### config.mk
export PLATFORM = sky130hd
export DESIGN_NAME = fsm_encode_ctrl
export DESIGN_NICKNAME = d
export VERILOG_FILES = /design/src/rtl/fsm_encode_ctrl_pkg.sv /design/src/rtl/fsm_out_decode.sv /design/src/rtl/fsm_encode_ctrl.sv
export SDC_FILE = /design/constraint.sdc
export NUM_CORES = 1
export LEC_CHECK = 0
export BUFFER_PORTS_ARGS = -buffer_cell sky130_fd_sc_hd__clkbuf_2
export CAP_MARGIN = 30
export CORE_MARGIN = 4
export CORE_UTILIZATION = 52
export DETAILED_ROUTE_END_ITERATION = 6
export PLACE_DENSITY_LB_ADDON = 0.3
export RECOVER_POWER = 25
export SETUP_SLACK_MARGIN = 0.05
export SLEW_MARGIN = 20
export SYNTH_ARGS = -nofsm -noshare
export SYNTH_HDL_FRONTEND = slang
export SYNTH_SLANG_ARGS = --single-unit
### constraint.sdc
create_clock -name clk -period 2.64 [get_ports clk]
set_input_delay 0.792 -clock clk [delete_from_list [all_inputs] [get_ports clk]]
set_output_delay 0.792 -clock clk [all_outputs]
set_load 0.02 [all_outputs]
### src/rtl/fsm_encode_ctrl_pkg.sv
// Shared definitions for the fsm_encode_ctrl sequencing skeleton: state
// enumeration, per-encoding state codes, Moore output tuples and the
// code <-> state helpers used by both the controller and its output decoder.
package fsm_encode_ctrl_pkg;

  typedef enum logic [2:0] {
    ST_IDLE  = 3'd0,
    ST_S1    = 3'd1,
    ST_S2    = 3'd2,
    ST_S3    = 3'd3,
    ST_ERROR = 3'd4
  } state_e;

  localparam int NUM_STATES = 5;

  // Encoding selectors for the ENCODING parameter
  localparam int ENC_BINARY = 0;
  localparam int ENC_ONEHOT = 1;
  localparam int ENC_GRAY   = 2;

  // Moore output tuple; n_o1 is active-low, o[0]=o2, o[1]=o3, o[2]=o4
  typedef struct packed {
    logic       n_o1;
    logic [2:0] o;
    logic       err;
  } out_t;

  localparam out_t OUT_IDLE  = '{n_o1: 1'b1, o: 3'b000, err: 1'b0};
  localparam out_t OUT_S1    = '{n_o1: 1'b0, o: 3'b001, err: 1'b0};
  localparam out_t OUT_S2    = '{n_o1: 1'b1, o: 3'b011, err: 1'b0};
  localparam out_t OUT_S3    = '{n_o1: 1'b1, o: 3'b100, err: 1'b0};
  localparam out_t OUT_ERROR = '{n_o1: 1'b1, o: 3'b000, err: 1'b1};

  // Result of decoding a raw state code
  typedef struct packed {
    logic   legal;
    state_e st;
  } dec_t;

  // Width of the state register for a given encoding
  function automatic int state_w(input int enc);
    return (enc == ENC_ONEHOT) ? 5 : 3;
  endfunction

  // State code for a state, zero-extended to 5 bits
  function automatic logic [4:0] encode_state(input int enc, input state_e s);
    logic [4:0] c;
    c = 5'd0;
    case (enc)
      ENC_ONEHOT: c = 5'b00001 << s;
      ENC_GRAY: begin
        case (s)
          ST_IDLE:  c = 5'b00000;
          ST_S1:    c = 5'b00001;
          ST_S2:    c = 5'b00011;
          ST_S3:    c = 5'b00010;
          ST_ERROR: c = 5'b00110;
          default:  c = 5'b00000;
        endcase
      end
      default: c = {2'b00, s};
    endcase
    return c;
  endfunction

  // Map a raw code back to a state; anything not in the table is illegal
  function automatic dec_t decode_state(input int enc, input logic [4:0] code);
    dec_t d;
    d.legal = 1'b0;
    d.st    = ST_ERROR;
    for (int k = 0; k < NUM_STATES; k++) begin
      if (code == encode_state(enc, state_e'(3'(k)))) begin
        d.legal = 1'b1;
        d.st    = state_e'(3'(k));
      end
    end
    return d;
  endfunction

  // Moore outputs for a legal state
  function automatic out_t state_outputs(input state_e s);
    out_t v;
    case (s)
      ST_IDLE: v = OUT_IDLE;
      ST_S1:   v = OUT_S1;
      ST_S2:   v = OUT_S2;
      ST_S3:   v = OUT_S3;
      default: v = OUT_ERROR;
    endcase
    return v;
  endfunction

endpackage

### src/rtl/fsm_out_decode.sv
// Output decoder: maps a raw state code to the Moore outputs. Codes that do
// not belong to the selected encoding produce the ERROR tuple.
module fsm_out_decode
  import fsm_encode_ctrl_pkg::*;
#(
  parameter int ENCODING = 0,
  parameter int SW       = 3
) (
  input  logic [SW-1:0] code,
  output logic          n_o1,
  output logic [2:0]    o,
  output logic          err
);

  logic [NUM_STATES-1:0] hit;
  out_t                  v;

  // One comparator per state against its code in the chosen encoding
  for (genvar gi = 0; gi < NUM_STATES; gi++) begin : g_hit
    assign hit[gi] = (5'(code) == encode_state(ENCODING, state_e'(3'(gi))));
  end

  // Select the tuple of the matching state, ERROR values when nothing matches
  always_comb begin
    v = OUT_ERROR;
    for (int k = 0; k < NUM_STATES; k++) begin
      if (hit[k]) begin
        v = state_outputs(state_e'(3'(k)));
      end
    end
  end

  assign n_o1 = v.n_o1;
  assign o    = v.o;
  assign err  = v.err;

endmodule

### src/rtl/fsm_encode_ctrl.sv
// Five-state Moore controller (IDLE, S1, S2, S3, ERROR) with selectable state
// encoding and output style, a minimum-dwell ERROR hold, recovery from
// illegal codes and a saturating count of entries into ERROR.
module fsm_encode_ctrl
  import fsm_encode_ctrl_pkg::*;
#(
  parameter int ENCODING = 0,   // 0 binary, 1 one-hot, 2 gray
  parameter int REG_OUT  = 1,   // 1 registered from next state, 0 decoded from state
  parameter int HOLD_W   = 4,
  parameter int ERR_HOLD = 3,   // 1 .. 2**HOLD_W-1
  parameter int CNT_W    = 8,
  localparam int SW      = (ENCODING == ENC_ONEHOT) ? 5 : 3
) (
  input  logic             clk,
  input  logic             rst,
  input  logic [3:0]       i,
  input  logic             cnt_clr,
  output logic             n_o1,
  output logic [2:0]       o,
  output logic             err,
  output logic             illegal,
  output logic [SW-1:0]    state_code,
  output logic [CNT_W-1:0] err_cnt
);

  localparam logic [SW-1:0]     IDLE_CODE = SW'(encode_state(ENCODING, ST_IDLE));
  localparam logic [HOLD_W-1:0] HOLD_LAST = HOLD_W'(ERR_HOLD - 1);
  localparam logic [CNT_W-1:0]  CNT_MAX   = '1;

  logic [SW-1:0]     state_reg, state_next;
  logic [HOLD_W-1:0] hold_reg, hold_next;
  logic [CNT_W-1:0]  cnt_reg, cnt_next;
  dec_t              cur;
  state_e            nxt_st;
  logic              in_error;
  logic              entry;
  logic              i1, i2, i3, i4;

  assign i1 = i[0];
  assign i2 = i[1];
  assign i3 = i[2];
  assign i4 = i[3];

  // Classify the current code; illegal codes are steered to ERROR below
  always_comb begin
    cur      = decode_state(ENCODING, 5'(state_reg));
    in_error = cur.legal && (cur.st == ST_ERROR);
  end

  // Next-state selection (first matching condition wins) and hold counter
  always_comb begin
    nxt_st    = ST_ERROR;
    hold_next = hold_reg;
    entry     = 1'b0;
    if (cur.legal) begin
      case (cur.st)
        ST_IDLE: begin
          if (i1 && i2)              nxt_st = ST_S1;
          else if (i1 && !i2 && i3)  nxt_st = ST_S2;
          else if (!i1)              nxt_st = ST_IDLE;
          else                       nxt_st = ST_ERROR;
        end
        ST_S1: begin
          if (i1 && !i2 && i3)       nxt_st = ST_S3;
          else if (i2 && i3)         nxt_st = ST_S2;
          else if (!i2)              nxt_st = ST_S1;
          else                       nxt_st = ST_ERROR;
        end
        ST_S2: begin
          if (!i3 && i4)             nxt_st = ST_S3;
          else if (i3)               nxt_st = ST_S2;
          else                       nxt_st = ST_ERROR;
        end
        ST_S3: begin
          if (i1 && i2)              nxt_st = ST_ERROR;
          else if (!i1)              nxt_st = ST_IDLE;
          else                       nxt_st = ST_S3;
        end
        ST_ERROR: begin
          // Dwell until the hold saturates, then leave only once i1 drops
          if (hold_reg < HOLD_LAST) begin
            nxt_st    = ST_ERROR;
            hold_next = hold_reg + HOLD_W'(1);
          end else if (i1) begin
            nxt_st = ST_ERROR;
          end else begin
            nxt_st = ST_IDLE;
          end
        end
        default: nxt_st = ST_ERROR;
      endcase
    end
    // Fresh entry into ERROR (including from an illegal code) restarts the hold
    entry = (nxt_st == ST_ERROR) && !in_error;
    if (entry) begin
      hold_next = '0;
    end
  end

  // Entry counter: clear wins over increment, saturates at all-ones
  always_comb begin
    cnt_next = cnt_reg;
    if (cnt_clr) begin
      cnt_next = '0;
    end else if (entry && (cnt_reg != CNT_MAX)) begin
      cnt_next = cnt_reg + CNT_W'(1);
    end
  end

  assign state_next = SW'(encode_state(ENCODING, nxt_st));

  // State, hold and counter registers; reset takes effect immediately
  always_ff @(posedge clk or negedge rst) begin
    if (!rst) begin
      state_reg <= IDLE_CODE;
      hold_reg  <= '0;
      cnt_reg   <= '0;
    end else begin
      state_reg <= state_next;
      hold_reg  <= hold_next;
      cnt_reg   <= cnt_next;
    end
  end

  assign illegal    = !cur.legal;
  assign state_code = state_reg;
  assign err_cnt    = cnt_reg;

  if (REG_OUT != 0) begin : g_reg_out
    logic       dn_o1;
    logic [2:0] d_o;
    logic       d_err;
    logic       n_o1_reg;
    logic [2:0] o_reg;
    logic       err_reg;

    fsm_out_decode #(
      .ENCODING (ENCODING),
      .SW       (SW)
    ) u_dec (
      .code (state_next),
      .n_o1 (dn_o1),
      .o    (d_o),
      .err  (d_err)
    );

    // Outputs of the upcoming state, captured on the same edge as the state
    always_ff @(posedge clk or negedge rst) begin
      if (!rst) begin
        n_o1_reg <= OUT_IDLE.n_o1;
        o_reg    <= OUT_IDLE.o;
        err_reg  <= OUT_IDLE.err;
      end else begin
        n_o1_reg <= dn_o1;
        o_reg    <= d_o;
        err_reg  <= d_err;
      end
    end

    assign n_o1 = n_o1_reg;
    assign o    = o_reg;
    assign err  = err_reg;
  end else begin : g_comb_out
    fsm_out_decode #(
      .ENCODING (ENCODING),
      .SW       (SW)
    ) u_dec (
      .code (state_reg),
      .n_o1 (n_o1),
      .o    (o),
      .err  (err)
    );
  end

endmodule

# --- Word level (Yosys, flattened, before mapping) ---
# Index checks and enable logic that the tools add are counted.
word_totals:
  register_bits: 20
  word_cells: 71
op_classes:
  n_eq_ne: 13
  order_cmp: 1
  n_mux: 29
  n_reduce_logical: 20
  add_sub_neg: 2
op_table:
  columns: ["op", "n"]
  rows:
  - ["$mux 4", 9]
  - ["$mux 3", 11]
  - ["$mux 5", 4]
  - ["$eq 3x2->1 const B", 6]
  - ["$mux 8", 2]
  - ["$pmux 3 s5", 1]
  - ["$eq 3x1->1 const B", 3]
  - ["$eq 3x3->1 const B", 3]
  - ["$add 8x1->8 const B", 1]
  - ["$logic_and 1x1->1", 8]
  - ["$ne 8x8->1 const B", 1]
  - ["$reduce_bool 2->1", 4]
  - ["$logic_not 3->1", 2]
  - ["$logic_not 5->1", 1]
  - ["$add 4x1->4 const B", 1]
  - ["$logic_not 1->1", 4]
  - ["$lt 4x2->1 const B", 1]
  - ["$reduce_and 3->1", 1]
  - ["$mux 2", 1]
  - ["$mux 1", 1]

# --- Depth between registers and ports, before layout ---
logic_depth:
  ltp_word: 15
  ltp_mapped: 7

# --- Cells and area by module ---
# From an unflattened synthesis, not the netlist that was laid out.
unflattened:
  hier_cells: 106
  hier_area_um2: 1051.0
by_module_without_submodules:
  columns: ["mod", "instances", "cells_each", "area_per_inst_um2"]
  rows:
  - ["fsm_encode_ctrl", 1, 100, 1008.5]
  - ["fsm_out_decode", 1, 6, 42.5]

# --- Least setup slack after synthesis ---
# OpenSTA, ideal clock, no wires.
synth_timing:
  kind: "input to register"
  from: "in i[2]"
  to: "reg cnt_reg[6], in the netlist err_cnt[6]"
  setup_slack_ps: 516
  path_stages: 6
  n_path_buf: 1
  t_required_ps: 2515
  t_arrival_ps: 1999
  setup_ps: 125
  path_cell_list: "nor2b_1 -> nor3_2 -> o31ai_4 -> buf_6 -> nor4_4 -> mux2_4"
synth_via:
  elab_chain_len: 9
synth_rtl:
  columns: ["element", "line", "source"]
  rows:
  - ["start: declaration", "fsm_encode_ctrl.sv:16", "input logic [3:0] i,"]
  - ["$logic_and 1x1->1, or another cell as far along", "fsm_encode_ctrl.sv:65", "else if (i2 && i3) nxt_st = ST_S2;"]
  - ["$mux 3, or another cell as far along", "fsm_encode_ctrl.sv:65", null]
  - ["$mux 3, on equally long branches", "fsm_encode_ctrl.sv:64, fsm_encode_ctrl.sv:58, fsm_encode_ctrl.sv:70", null]
  - ["$pmux 3 s5 *", "fsm_encode_ctrl.sv:56", "case (cur.st)"]
  - ["$mux 3 *", "fsm_encode_ctrl.sv:55", "if (cur.legal) begin"]
  - ["$eq 3x3->1 *", "fsm_encode_ctrl.sv:94", "entry = (nxt_st == ST_ERROR) && !in_error;"]
  - ["$logic_and 1x1->1 *", "fsm_encode_ctrl.sv:94", null]
  - ["$logic_and 1x1->1 *", "fsm_encode_ctrl.sv:105", "end else if (entry && (cnt_reg != CNT_MAX)) begin"]
  - ["$reduce_bool 2->1 (no line) *", null, null]
  - ["end signal: assignment", "fsm_encode_ctrl.sv:121", "cnt_reg <= cnt_next;"]
  - ["end: declaration", "fsm_encode_ctrl.sv:32", "logic [CNT_W-1:0] cnt_reg, cnt_next;"]
# Every way passes the cells marked *; elsewhere a longest branch is shown, timed or not.
# A chain may end at the register's enable or synchronous reset.

# --- Worst setup path after layout ---
# Same ends and word-level chain as after synthesis.

==> impl_results.md <==
- Status: finished, final reports clean
- Worst EP arrival: roughly 2.3 ns
- Critical path depth in cells: 6
- Setup crit start: i[2]
- Crit path required time: 2.83 ns
- CORE AREA: 1980 um2
- Crit Reg-Reg Endpoint: err_cnt[6]
- # H-tree levels: 1
- Initial antenna violation count: 0
- Commonest non-fill, non-tap cells in the layout: clkbuf_2 (22), dfrtp_1 (19), nor2_1 (9), nor2b_1 (9), nand2_1 (8)
- Dpl hpwl: 1610 um
- CP Capture Type: flip-flop
- Die ar.: 2890 um2
- Ratio of cells with drive above 1 in the final layout: around 28%
- Drt pass-1 iters: 4
- Area grow syn2layout: 14.5%
- Horiz. Die Dim: between 50 and 60 um
- Rows: 16
- Initial DRC Count: 17
- P_leak: ~0.57 nW
- Via/cell ratio: roughly 5.6
- Hold Vio Cnt, Final: 0
- Ys flop type: dfrtp_1
- Post-CTS Hold Fix Bufs: 0
- RSZ-0062 raised after global routing: false
- #FFs+latches synth: 20
- Leading cell type in the layout, fill and taps excluded: clkbuf_2
- Slowest CP cell: o31ai_4
- Max IR drop VDD: 0.000552 V
- GRT Overall Usage: around 17%
- Postcts setup bufs: 0
- Die height: 53.8 um
- Max incr delay on CP: just under 0.6 ns
- Post-synthesis cell count: 106
- Min Clock Period, post-route: 2.08 ns
- Worst-path clk slew: 0.11 ns
- Avg Inst Size Synth: a little over 10 um2
- GR Overflow Total: 0
- Largest register FFs: 8
- FFs w/ async S/R, synth: 100%
- CP Class: in2reg
- Worst min-delay path class: reg2reg
- Post-synth EDFFs: 0
- Initial Utilization: 55.0%
- Yosys cell types: 37
- Port Buffers: 23
- CP Launch Type: primary input
- Root Driver: clkbuf_4
- Global-route wire length before repair: 3600 um
- Cts repair resizes: 0
- Worst-case clock buffer depth: 2
- Setup TNS: 0 ns
- Clk_lat worst skew: 0.30 ns
- Syn. warnings: 0
- Max Slew Vio Count: 0
- Placed cell count: 153
- Antenna-violating nets left: 0
- Setup violators final: 0
- Post-Syn Area: 1090 um2
- Clk sink count: 20
- Sequential fraction of the synthesis area: a little under half
- Num CTS Buffers: 3
- Buffers & Inverters on Critical Path: 1
- FF-to-FF Start: state_code[1]
- WL/cell: around 13 um
- Pin count of the biggest net entering global routing: 21
- Power Dens Cells: approximately 900 nW/um2
- Synth area leader: dfrtp_1
- Layout Skew: ~0.0025 ns
- Critical Path End: err_cnt[6]
- Period utilization: between 70% and 80%
- Kind of cell adding the most delay to the critical path: compound AO/OA/AOI/OAI gates
- Antenna Cells: 0
- Crit-path cells: clkbuf_2, nor2_1, a22o_1, o31ai_4, nor4_4, mux2_4
- FMAX: 480 MHz
- Non-filler cells, final: around 160
- Syn_nets: about 120
- Least-Margin Pin Slew: around 1.1 ns
- Final Wtd Congestion: 0.804
- Max_cap viols: 0
- Reg2Reg Depth: 5
- DRC Markers: 0
- Crit-path max FO: 12
- Max_slew headroom: between 20% and 30%
- Yosys top cell area share: 43.6%
- Final net count: 140
- # IOs: 24
- Synth top area cells: dfrtp_1 (44%), nor2b_1 (5.2%), nor2_1 (3.1%)
- CTS tree: built
- DR vias: 874
- Overall routed net length: 2090 um
- Number of global-route vias before repair: 858
- Flop2flop setup slack: about 0.56 ns
metrics by stage:
| stage | setup slack [ns] | hold WS, ns | cell area [um2] | utilization, % | power [mW] |
|---|---|---|---|---|---|
| after floorplan | 0.516 | 0.488 | 1090 | - | 0.839 |
| after global placement | 0.283 | 0.505 | 1210 | 61.2 | 0.924 |
| after detailed placement | 0.234 | 0.507 | 1210 | 61.2 | 0.948 |
| after CTS | 0.551 | 0.440 | 1250 | 63.0 | 1.13 |
| after global routing | 0.424 | 0.571 | 1250 | 62.9 | 1.20 |
| final | 0.555 | 0.533 | 1250 | 62.9 | 1.11 |
power breakdown:
part | leakage, nW | switching [mW] | internal (mW)
sequential | 0.263 | 0.0732 | 0.379
combinational | 0.283 | 0.300 | 0.183
clock | 0.0210 | 0.0935 | 0.0841
total | 0.567 | 0.467 | 0.646
worst register-to-register path, stage by stage, from the launching register on:
cell	delay, ns
dfrtp_1	0.50
nor2b_1	0.20
a22o_1	0.26
o31ai_4	0.58
nor4_4	0.11
mux2_4	0.31
worst min path at each step:
| stage | startpoint | slack [ns] | cells past startpoint | endpoint |
|---|---|---|---|---|
| after CTS | rst | 0.44 | 1 | hold_reg[0] |
| after global placement | hold_reg[2] | 0.50 | 1 | hold_reg[2] |
| after floorplan | hold_reg[2] | 0.49 | 1 | hold_reg[2] |
| after global routing | hold_reg[2] | 0.57 | 1 | hold_reg[2] |
| final | hold_reg[2] | 0.53 | 1 | hold_reg[2] |
| after detailed placement | hold_reg[2] | 0.51 | 1 | hold_reg[2] |
synth_stat cells, drive strengths merged, types with 3 or more instances:
library cell,instances
dfrtp,19
nor2,9
nor2b,9
nand2,8
nor3,6
o21ai,6
a21oi,5
a31oi,4
inv,4
nand3,4
mux2,3
area by class of cell:
cell class	count	area, um2
Clock buffer	4	36.3
Tap cell	27	33.8
Multi-Input combinational cell	79	547
Fill cell	164	734
Sequential cell	20	502
Inverter	4	15.0
Timing Repair Buffer	23	114
logic make-up (layout without fill, tap and decap cells):
logic type / count (synthesis) / in the layout / synth area share (%)
and+or+nand+nor: 49 / 49 / 26.2
AOI/OAI and AO/OA: 23 / 23 / 16.2
DFF: 20 / 20 / 46.0
buffers and inverters: 7 / 31 / 3.79
muxes: 4 / 4 / 4.71
adders and majority gates: 2 / 2 / 2.30
xor gates and xnor gates: 1 / 1 / 0.804
layer usage:
metal | vias up | global-route usage, % | part of all wire, %
met4 | 0 | 8.09 | 0.38
met3 | 2 | 3.88 | 4.8
met5 | - | 0 | 0
met2 | 19 | 28.4 | 50
li1 | 432 | - | -
met1 | 421 | 21.4 | 44
Note: power is estimated with default switching activity, not from simulation.
